[config.mk]
export PLATFORM = sky130hd
export DESIGN_NAME = pwm_capture
export DESIGN_NICKNAME = d
export VERILOG_FILES = /design/src/rtl/pwm_capture.sv
export SDC_FILE = /design/constraint.sdc
export NUM_CORES = 1
export LEC_CHECK = 0
export BUFFER_PORTS_ARGS = -buffer_cell sky130_fd_sc_hd__buf_4
export CAP_MARGIN = 30
export CORE_ASPECT_RATIO = 1.2
export CORE_MARGIN = 2
export CORE_UTILIZATION = 32
export CTS_BUF_LIST = sky130_fd_sc_hd__clkbuf_2
export CTS_CLUSTER_SIZE = 10
export DETAILED_ROUTE_END_ITERATION = 8
export PLACE_DENSITY_LB_ADDON = 0.1
export SETUP_SLACK_MARGIN = 0.15
export SYNTH_ARGS = -nofsm -noshare
export SYNTH_HDL_FRONTEND = slang
export SYNTH_SLANG_ARGS = --single-unit
[constraint.sdc]
create_clock -name clk -period 2.6 [get_ports clk]
set_input_delay 0.13 -clock clk [delete_from_list [all_inputs] [get_ports clk]]
set_output_delay 0.13 -clock clk [all_outputs]
set_load 0.03 [all_outputs]
[src/rtl/pwm_capture.sv]
`default_nettype none
// ============================================================================
// pwm_capture : measures the duty code of a 2^WIDTH-clock PWM waveform and
//               flags malformed periods and stuck lines.
// Optional 2-flop input synchronizer: define PWM_CAPTURE_SYNC_EN.
// Revision    : 1.0
// ============================================================================
module pwm_capture #(
  parameter int WIDTH = 4
) (
  input  logic             clk,
  input  logic             rst,
  input  logic             pwm_in,
  output logic [WIDTH-1:0] duty_out,
  output logic             valid,
  output logic             period_err,
  output logic             stuck_lo,
  output logic             stuck_hi
);

  localparam int CW = WIDTH + 2;
  localparam logic [CW-1:0] C_ONE    = {{(CW-1){1'b0}}, 1'b1};
  localparam logic [CW-1:0] C_PERIOD = {2'b01, {WIDTH{1'b0}}};
  localparam logic [CW-1:0] C_STUCK  = {2'b10, {WIDTH{1'b0}}};

  typedef enum logic [1:0] {
    ST_IDLE    = 2'd0,
    ST_MEASURE = 2'd1,
    ST_STUCK   = 2'd2
  } state_t;

  state_t           state_q, state_d;
  logic             s;
  logic             rise;
  logic             prev_q, prev_d;
  logic [CW-1:0]    per_cnt_q, per_cnt_d;
  logic [CW-1:0]    hi_cnt_q, hi_cnt_d;
  logic [WIDTH-1:0] duty_q, duty_d;
  logic             valid_q, valid_d;
  logic             perr_q, perr_d;
  logic             stuck_lo_q, stuck_lo_d;
  logic             stuck_hi_q, stuck_hi_d;

`ifdef PWM_CAPTURE_SYNC_EN
  logic [1:0] sync_q, sync_d;

  always_comb begin
    sync_d = {sync_q[0], pwm_in};
  end

  always_ff @(posedge clk) begin
    if (!rst) sync_q <= 2'b00;
    else      sync_q <= sync_d;
  end

  assign s = sync_q[1];
`else
  assign s = pwm_in;
`endif

  assign rise = s & ~prev_q;

  // Both counters saturate at 2P so a dead line cannot wrap back into range.
  always_comb begin
    prev_d    = s;
    per_cnt_d = per_cnt_q;
    hi_cnt_d  = hi_cnt_q;
    if (rise) begin
      per_cnt_d = C_ONE;
      hi_cnt_d  = C_ONE;
    end else begin
      if (per_cnt_q != C_STUCK)      per_cnt_d = per_cnt_q + C_ONE;
      if (s && hi_cnt_q != C_STUCK)  hi_cnt_d  = hi_cnt_q + C_ONE;
    end
  end

  always_comb begin
    state_d    = state_q;
    duty_d     = duty_q;
    valid_d    = 1'b0;
    perr_d     = 1'b0;
    stuck_lo_d = stuck_lo_q;
    stuck_hi_d = stuck_hi_q;
    case (state_q)
      ST_IDLE, ST_MEASURE: begin
        // Timeout wins over a coincident rise: a 2P spacing is a stuck line.
        if (per_cnt_q == C_STUCK) begin
          state_d = ST_STUCK;
          valid_d = 1'b1;
          if (s) begin
            stuck_hi_d = 1'b1;
            duty_d     = '1;
          end else begin
            stuck_lo_d = 1'b1;
            duty_d     = '0;
          end
        end else if (rise) begin
          state_d = ST_MEASURE;
          if (state_q == ST_MEASURE) begin
            if (per_cnt_q == C_PERIOD) begin
              duty_d  = hi_cnt_q[WIDTH-1:0];
              valid_d = 1'b1;
            end else begin
              perr_d  = 1'b1;
            end
          end
        end
      end
      ST_STUCK: begin
        if (rise) begin
          state_d    = ST_MEASURE;
          stuck_lo_d = 1'b0;
          stuck_hi_d = 1'b0;
        end
      end
      default: state_d = ST_IDLE;
    endcase
  end

  always_ff @(posedge clk) begin
    if (!rst) begin
      state_q    <= ST_IDLE;
      prev_q     <= 1'b0;
      per_cnt_q  <= '0;
      hi_cnt_q   <= '0;
      duty_q     <= '0;
      valid_q    <= 1'b0;
      perr_q     <= 1'b0;
      stuck_lo_q <= 1'b0;
      stuck_hi_q <= 1'b0;
    end else begin
      state_q    <= state_d;
      prev_q     <= prev_d;
      per_cnt_q  <= per_cnt_d;
      hi_cnt_q   <= hi_cnt_d;
      duty_q     <= duty_d;
      valid_q    <= valid_d;
      perr_q     <= perr_d;
      stuck_lo_q <= stuck_lo_d;
      stuck_hi_q <= stuck_hi_d;
    end
  end

  assign duty_out   = duty_q;
  assign valid      = valid_q;
  assign period_err = perr_q;
  assign stuck_lo   = stuck_lo_q;
  assign stuck_hi   = stuck_hi_q;

endmodule
`default_nettype wire

After elaboration in Yosys (flattened, before gate mapping)

Index checks and enable logic that the tools add are counted.

Add/sub/neg operators: 2
Equality and inequality tests: 10
Muxes and demuxes: 24
Bitwise logic cells: 6
Reductions and logical operators: 15

Operators by type and width:

| operator                                             | number |
|---|---|
| two-way mux 4 bit                                    | 5 |
| two-way mux 1 bit                                    | 14 |
| adder 6 x 1 -> 6 bit (second input constant)         | 2 |
| inequality test 6 bit (second input constant)        | 2 |
| AND reduction 4 bit                                  | 3 |
| nonzero test 2 bit                                   | 6 |
| inequality test 2 bit (second input constant)        | 4 |
| equality test 6 x 5 -> 1 bit (second input constant) | 1 |
| equality test 6 bit (second input constant)          | 1 |
| NOT 1 bit                                            | 5 |
| OR reduction 5 bit                                   | 1 |
| two-way mux 2 bit                                    | 2 |
| one-hot mux 1 bit (2 select lines)                   | 2 |
| one-hot mux 2 bit (2 select lines)                   | 1 |
| OR reduction 2 bit                                   | 2 |
| equality test 2 x 1 -> 1 bit (second input constant) | 1 |
| equality test 2 bit (second input constant)          | 1 |
| zero test 2 bit                                      | 1 |
| AND reduction 2 bit                                  | 1 |
| bitwise AND 1 bit                                    | 1 |
| logical AND 1 bit                                    | 1 |

Register bits: 23
Output and inout port bits: 8

Logic depth before layout (Yosys ltp)

Gate-level depths: netlist (run 1).

Depth after elaboration: 5
Gate-level depth with buffers: 8
Gate-level depth less buffers: 6

Worst setup path after synthesis (run 1)

Ideal clock, no wire load.

Path type: flip-flop to flip-flop
From: register per_cnt_q[0]
To: register duty_q[0], in the netlist duty_out[0]
Data arrival time: 1764 ps
Required time: 2469 ps
Path slack: 705 ps
Stages on the path, launching flop included: 8
Path buffers: 1
Clock period less this slack: 1895 ps
Cells stage by stage: dfxtp_1 > inv_1 > ha_1 > or3b_1 > buf_6 > or4_4 > a21oi_4 > a21oi_1

Cells in the longest elaborated chain, start to end: 3
Elaborated cells between the ends (all ways): 7
Classes of those cells: eq/ne: 2; mux: 1; reduce/logical: 4

Ends and longest elaborated chain:

| what                                                                | line    | text |
|---|---|---|
| from (decl)                                                         | 36      | `logic [CW-1:0] per_cnt_q, per_cnt_d;` |
| from (signal assigned)                                              | 134     | `per_cnt_q <= per_cnt_d;` |
| equality test 6 bit or equality test 6 x 5 -> 1 bit (tied branches) | 87, 100 |  |
| nonzero test 2 bit (no source line)                                 | n/a     |  |
| AND reduction 4 bit (no source line)                                | n/a     |  |
| to (signal assigned)                                                | 136     | `duty_q <= duty_d;` |
| to (decl)                                                           | 38      | `logic [WIDTH-1:0] duty_q, duty_d;` |

Several ways; a longest one is shown, not always the timed one.
A chain may end at the register's enable or synchronous reset.

Final worst setup path (run 1)

From: register per_cnt_q[0]
To: register duty_q[3], in the netlist duty_out[3]

Same word-level chain as after synthesis.

==> flow_metrics.tcl, run 1 <==
set metrics [dict create \
    clockBufferDepth 2 \
    cts_tree "done" \
    synth.net_count 127 \
    hold_viol_final 0 \
    dp_cells 163 \
    startpoint_type "flop" \
    fin_area_sq_mm 0.001196 \
    io_pins 11 \
    drt_iter0_markers 17 \
    wl_um 2209 \
    drc 0 \
    total_power_mw 0.5701 \
    top_usage_layer "met2" \
    netlist.top_cell.by_area "dfxtp_1" \
    routabilityCongestion 0.6964 \
    vias 869 \
    async_reset_ff_frac 0 \
    placed_area_sq_mm 0.001176 \
    path_max_fanout 7 \
    ys_ff_latch 23 \
    p_leak_nw 0.4423 \
    ys_seq_area_frac 0.4230 \
    dieArea_sq_mm 0.003886 \
    powerDensity_mw_per_mm2 476.6 \
    cts_resized 0 \
    drt-vias-per-instance 5.204 \
    antenna_found_initial 0 \
    fmax_mhz 490.1 \
    status "finished clean" \
    grt_pass1_vias 831 \
    grt_max_degree 14 \
    drtPass1Iterations 4 \
    syn2layout_area_growth_pct 9.885 \
    arrival_ns 2.28 \
    ys_warn_count 0 \
    worst_slack_ns 0.5597 \
    core_area_sq_mm 0.003309 \
    met3_usage 0.01701 \
    grt_pass1_wl_um 3843 \
    numCtsBuffers 3 \
    track_usage 0.1283 \
    grt_util_met1 0.1566 \
    utilization 0.3614 \
    dpl.hpwl_um 1594 \
    root_buffer "clkbuf_2" \
    postCtsHoldBufs 0 \
    post-route-period-util 0.7847 \
    maxCapViolations 0 \
    die_x_um 57.24 \
    synth.avg_cell_area_sq_um 9.071 \
    worst_pin_slew_ns 0.4824 \
    hold_class "primary input to flop" \
    grt_setup_unrepaired "false" \
    synthesis.area_sq_mm 0.001089 \
    fin_nets 138 \
    diodes 0 \
    synth_cells 120 \
    worst_ir_drop_vdd_v 0.0002068 \
    synth.top_cells.by_count "23 x dfxtp_1, 13 x a21oi_1, 10 x nand2_1, 9 x nor2_1, 7 x inv_1" \
    ys.flop_type "dfxtp_1" \
    fin_skew_ns 0.02047 \
    grt_use_met2 0.2241 \
    synth-edff-count 0 \
    pre_cts_ws_ns 0.5849 \
    die_h_um 67.89 \
    hold_ws_ns 0.04103 \
    synth.distinct_cells 36 \
    io_buffers 10 \
    setup_tns_ns 0 \
    relSlewSlack 0.6760 \
    final_cells 167 \
    initial_utilization 0.3289 \
    yosys-top-cells-area "dfxtp_1 42%, a21oi_1 6.0%, ha_1 4.6%" \
    path_clk_slew_ns 0.24 \
    cts.sinks 23 \
    h-tree-depth 1 \
    drv_slew 0 \
    drive_above_1_share 0.1538 \
    antenna_left 0 \
    post-cts-setup-buffer-count 0 \
    layout_min_cycle_time_ns 2.040 \
    crit_required_ns 2.84 \
    endpoint_kind "flop" \
    worstSetupPathType "flop to flop" \
    overflow 0 \
    synth_top_area_frac 0.4230 \
    setup_violations 0 \
    rows 23 \
    wl_per_cell_um 13.23 \
    yosys.cell_count.top_type "dfxtp_1" \
    clk_latency_ns 0.35 \
]
## power breakdown
group	total (mW)	switching [mW]	leakage [nW]	internal, mW
clock network	0.155	0.114	0.0166	0.0406
registers	0.368	0.00649	0.187	0.361
logic	0.0475	0.0294	0.239	0.0181
total	0.570	0.150	0.442	0.420
## final timing paths
| kind | from | end | slack [ns] | cells after the start |
|---|---|---|---|---|
| worst max-delay path | per_cnt_q[0] | duty_out[3] | 0.56 | 6 |
| worst min-delay path | rst | state_q[0] | 0.04 | 3 |
| worst max register to register | per_cnt_q[0] | duty_out[3] | 0.56 | 6 |
| worst min register to register | stuck_lo | stuck_lo | 0.49 | 2 |
## layout make-up
type,instances,area [sq um]
Timing Repair Buffer,10,75.07
Multi-Input combinational cell,86,568.0
Fill cell,361,2113
Clock buffer,4,20.02
Inverter,7,26.28
Tap cell,37,46.29
Sequential cell,23,460.4
## logic make-up after synthesis
group,after synthesis,synth area share
xor+xnor,8,0.06436
flops,23,0.4230
simple gates,44,0.2196
mux,1,0.009196
fa+ha+maj,4,0.04598
buf+inv,11,0.05517
compound gates,29,0.1828
## sequential cells by signal, summed over array words and instances, names as in the netlist
register,flops
hi_cnt_q,6
per_cnt_q,6
duty_out,4
state_q,2
period_err,1
prev_q,1
stuck_hi,1
stuck_lo,1
valid,1
## worst max-delay path, stage by stage (launching register included)
cell     delay [ns]
dfxtp_1        0.38
inv_1          0.10
ha_1           0.14
or3b_1         0.47
or4_4          0.58
a21oi_4        0.20
a21oi_1        0.09
## layer usage
metal  vias to the layer above  part of all wire
li1                        438                 -
met1                       420              0.45
met2                         7              0.52
met3                         4             0.019
met4                         0             0.012
met5                         -                 0
## placed cells by master (no fill, tap or decap), drive strengths merged, types with 2 or more instances in the layout
cell,synthesis,layout
nand3,2,2
a21boi,3,3
a21oi,14,14
ha,4,4
clkbuf,1,4
nand2b,4,4
o311ai,4,4
xnor2,4,4
nand2,10,10
nand4,2,2
nor4,2,2
inv,7,7
dfxtp,23,23
o21ai,3,3
xor2,4,4
o21a,2,2
buf,3,10
or2b,4,4
nor2,10,10
nor3,5,5
No activity file was read; power rests on OpenSTA's default activity.
==> inputs of run 2 (changes only) <==
--- a/config.mk
+++ b/config.mk
@@ -5,6 +5,7 @@
 export SDC_FILE = /design/constraint.sdc
 export NUM_CORES = 1
 export LEC_CHECK = 0
+export ABC_AREA = 1
 export BUFFER_PORTS_ARGS = -buffer_cell sky130_fd_sc_hd__buf_4
 export CAP_MARGIN = 30
 export CORE_ASPECT_RATIO = 1.2
==> constraint.sdc (replaced) <==
create_clock -name clk -period 2 [get_ports clk]
set_input_delay 0.1 -clock clk [delete_from_list [all_inputs] [get_ports clk]]
set_output_delay 0.1 -clock clk [all_outputs]
set_load 0.03 [all_outputs]
==> run 2 against run 1 <==
Against the previous run:
- flip-flop and latch count did not move
- utilization rose by 0.69 points
- first-iteration DRC count rose to 3.2 times the previous value
- combinational power rose by 55%
- die area rose by 8.1%
- largest power group unchanged
- critical path depth rose by 1
- area after synthesis rose by 8.6%
==> flow_metrics.tcl, run 2 <==
set metrics [dict create \
    synth_top_area_frac 0.3894 \
    synth_top_family_by_area "simple AND/OR/NAND/NOR gates" \
    startpoint_type "flop" \
    antenna_found_initial 0 \
    vias 998 \
    layout_min_cycle_time_ns 1.411 \
    post-route-period-util 0.7053 \
    crit_required_ns 2.27 \
    track_usage 0.1249 \
    fin_skew_ns 0.007552 \
    syn2layout_area_growth_pct 11.32 \
    drt-vias-per-instance 4.642 \
    setup_tns_ns 0 \
    ys.flop_type "dfxtp_1" \
    hold_viol_final 0 \
    maxCapViolations 0 \
    synth.top_cells.by_count "34 x nand2_1, 25 x nor2_1, 23 x dfxtp_1, 22 x inv_1, 13 x nand3_1" \
    synth-edff-count 0 \
    h-tree-depth 1 \
    async_reset_ff_frac 0 \
    wl_per_cell_um 10.62 \
    synth.net_count 171 \
    setup_violations 0 \
    dpl.hpwl_um 1692 \
    yosys.cell_count.top_type "nand2_1" \
    cts_tree "done" \
    diodes 0 \
    core_area_sq_mm 0.003573 \
    drt_iter0_markers 55 \
    grt_pass1_vias 936 \
    wl_um 2284 \
    ys_warn_count 0 \
    final_cell_mix "34 x nand2_1, 25 x nor2_1, 23 x dfxtp_1" \
    die_h_um 70.59 \
    worst_ir_drop_vdd_v 0.0002415 \
    yosys-top-cells-area "dfxtp_1 39%, nand2_1 11%, nor2_1 7.9%" \
    initial_utilization 0.3309 \
    io_pins 11 \
    yosys.area_share.simple 0.3778 \
    powerDensity_mw_per_mm2 565.5 \
    ys_ff_latch 23 \
    synth.distinct_cells 23 \
    synthAdderAreaFrac 0.04233 \
    netlist.top_cell.by_area "dfxtp_1" \
    endpoint_kind "flop" \
    hold_class "primary input to flop" \
    fin_nets 184 \
    p_leak_nw 0.6151 \
    worst_pin_slew_ns 0.3750 \
    rows 24 \
    total_power_mw 0.7443 \
    cts.sinks 23 \
    path_max_fanout 7 \
    antenna_left 0 \
    fmax_mhz 708.9 \
    relSlewSlack 0.7494 \
    clk_latency_ns 0.33 \
    clockBufferDepth 2 \
    drive_above_1_share 0.1420 \
    routabilityCongestion 0.8131 \
    die_x_um 59.49 \
    overflow 0 \
    synth_xor_area_frac 0.04444 \
    drc 0 \
    worstSetupPathType "flop to flop" \
    ys_seq_area_frac 0.3894 \
    synthMuxAreaShare 0 \
    grt_setup_unrepaired "false" \
    synthesis.area_sq_mm 0.001182 \
    numCtsBuffers 3 \
    grt_max_degree 14 \
    arrival_ns 1.68 \
    dieArea_sq_mm 0.004199 \
    status "finished clean" \
    drtPass1Iterations 4 \
    synth.avg_cell_area_sq_um 7.210 \
    cts_resized 0 \
    io_buffers 10 \
    path_clk_slew_ns 0.23 \
    synth_compound_area_frac 0.05291 \
    grt_pass1_wl_um 4112 \
    drv_slew 0 \
    root_buffer "clkbuf_2" \
    synth_cells 164 \
    layout_commonest_cell "nand2_1" \
]
[run 2: changes by cell type after synthesis, sizes merged, moves of 3 or more]
cell and change:
a21oi -5, nand2b -4, inv +17, nand2 +27, a21boi -3, nand3 +12, or2b -4, nor2 +20
o311ai -4
[run 2: power by group]
| group | switching, mW | internal [mW] | leakage (nW) |
|---|---|---|---|
| sequential | 0.00959 | 0.470 | 0.187 |
| combinational | 0.0477 | 0.0257 | 0.412 |
| clock | 0.146 | 0.0453 | 0.0164 |
[run 2: metal layers]
metal  share of wire  GRT usage  wire length [um]  vias up
met1            0.51     0.1653              1160      446
li1                -          -                 -      543
met4          0.0083    0.04444                19        0
met2            0.46     0.2015              1059        7
met5               0          0                 0        -
met3           0.019    0.02194                43        2
[run 2: layout make-up]
cell class,instances,area [sq um]
multi-input combinational,114,611.8
sequential,23,460.4
inverter,24,90.09
timing repair buffer,11,85.08
clock buffer,3,15.01
tap,39,48.80
fill,378,2257
clock inverter,1,5.005
[run 2: kinds of logic after synthesis]
| kind of cell | Yosys count |
|---|---|
| flops | 23 |
| simple gates | 92 |
| compound gates | 12 |
| buf+inv | 27 |
| fa+ha+maj | 4 |
| xor+xnor | 6 |
[run 2: metrics by stage]
step / worst slack [ns] / instance area, sq um / hold WS, ns / util / std cells
global placement: 0.6226 / 1286 / 0.4017 / 0.3599 / 210
floorplan: 0.8006 / 1182 / 0.2493 / - / 164
CTS: 0.5934 / 1306 / 0.0003152 / 0.3655 / 214
detailed placement: 0.6020 / 1286 / 0.4050 / 0.3599 / 210
global route: 0.4500 / 1316 / 0.001495 / 0.3683 / 215
finish: 0.5894 / 1316 / 0.03535 / 0.3683 / 215
[run 2: worst max-delay path, cell delays in order (launching register included)]
cell and delay [ns]:
dfxtp_1 0.38, inv_1 0.08, ha_1 0.27, nand3_2 0.21, nor2_1 0.17, nor2_2 0.08
nor2_1 0.11, nor2_1 0.05
[run 2: timing repair]
action | CTS | global route
hold endpoints to repair | 0 | 3
buffers inserted | 0 | 0
hold buffers | 0 | 1
[run 2: worst paths after layout]
check | from | end | slack (ns) | cells after the start
min | pwm_in | prev_q | 0.04 | 3
min reg2reg | stuck_hi | stuck_hi | 0.46 | 2
max reg2reg | per_cnt_q[0] | duty_out[2] | 0.59 | 7
max | per_cnt_q[0] | duty_out[2] | 0.59 | 7
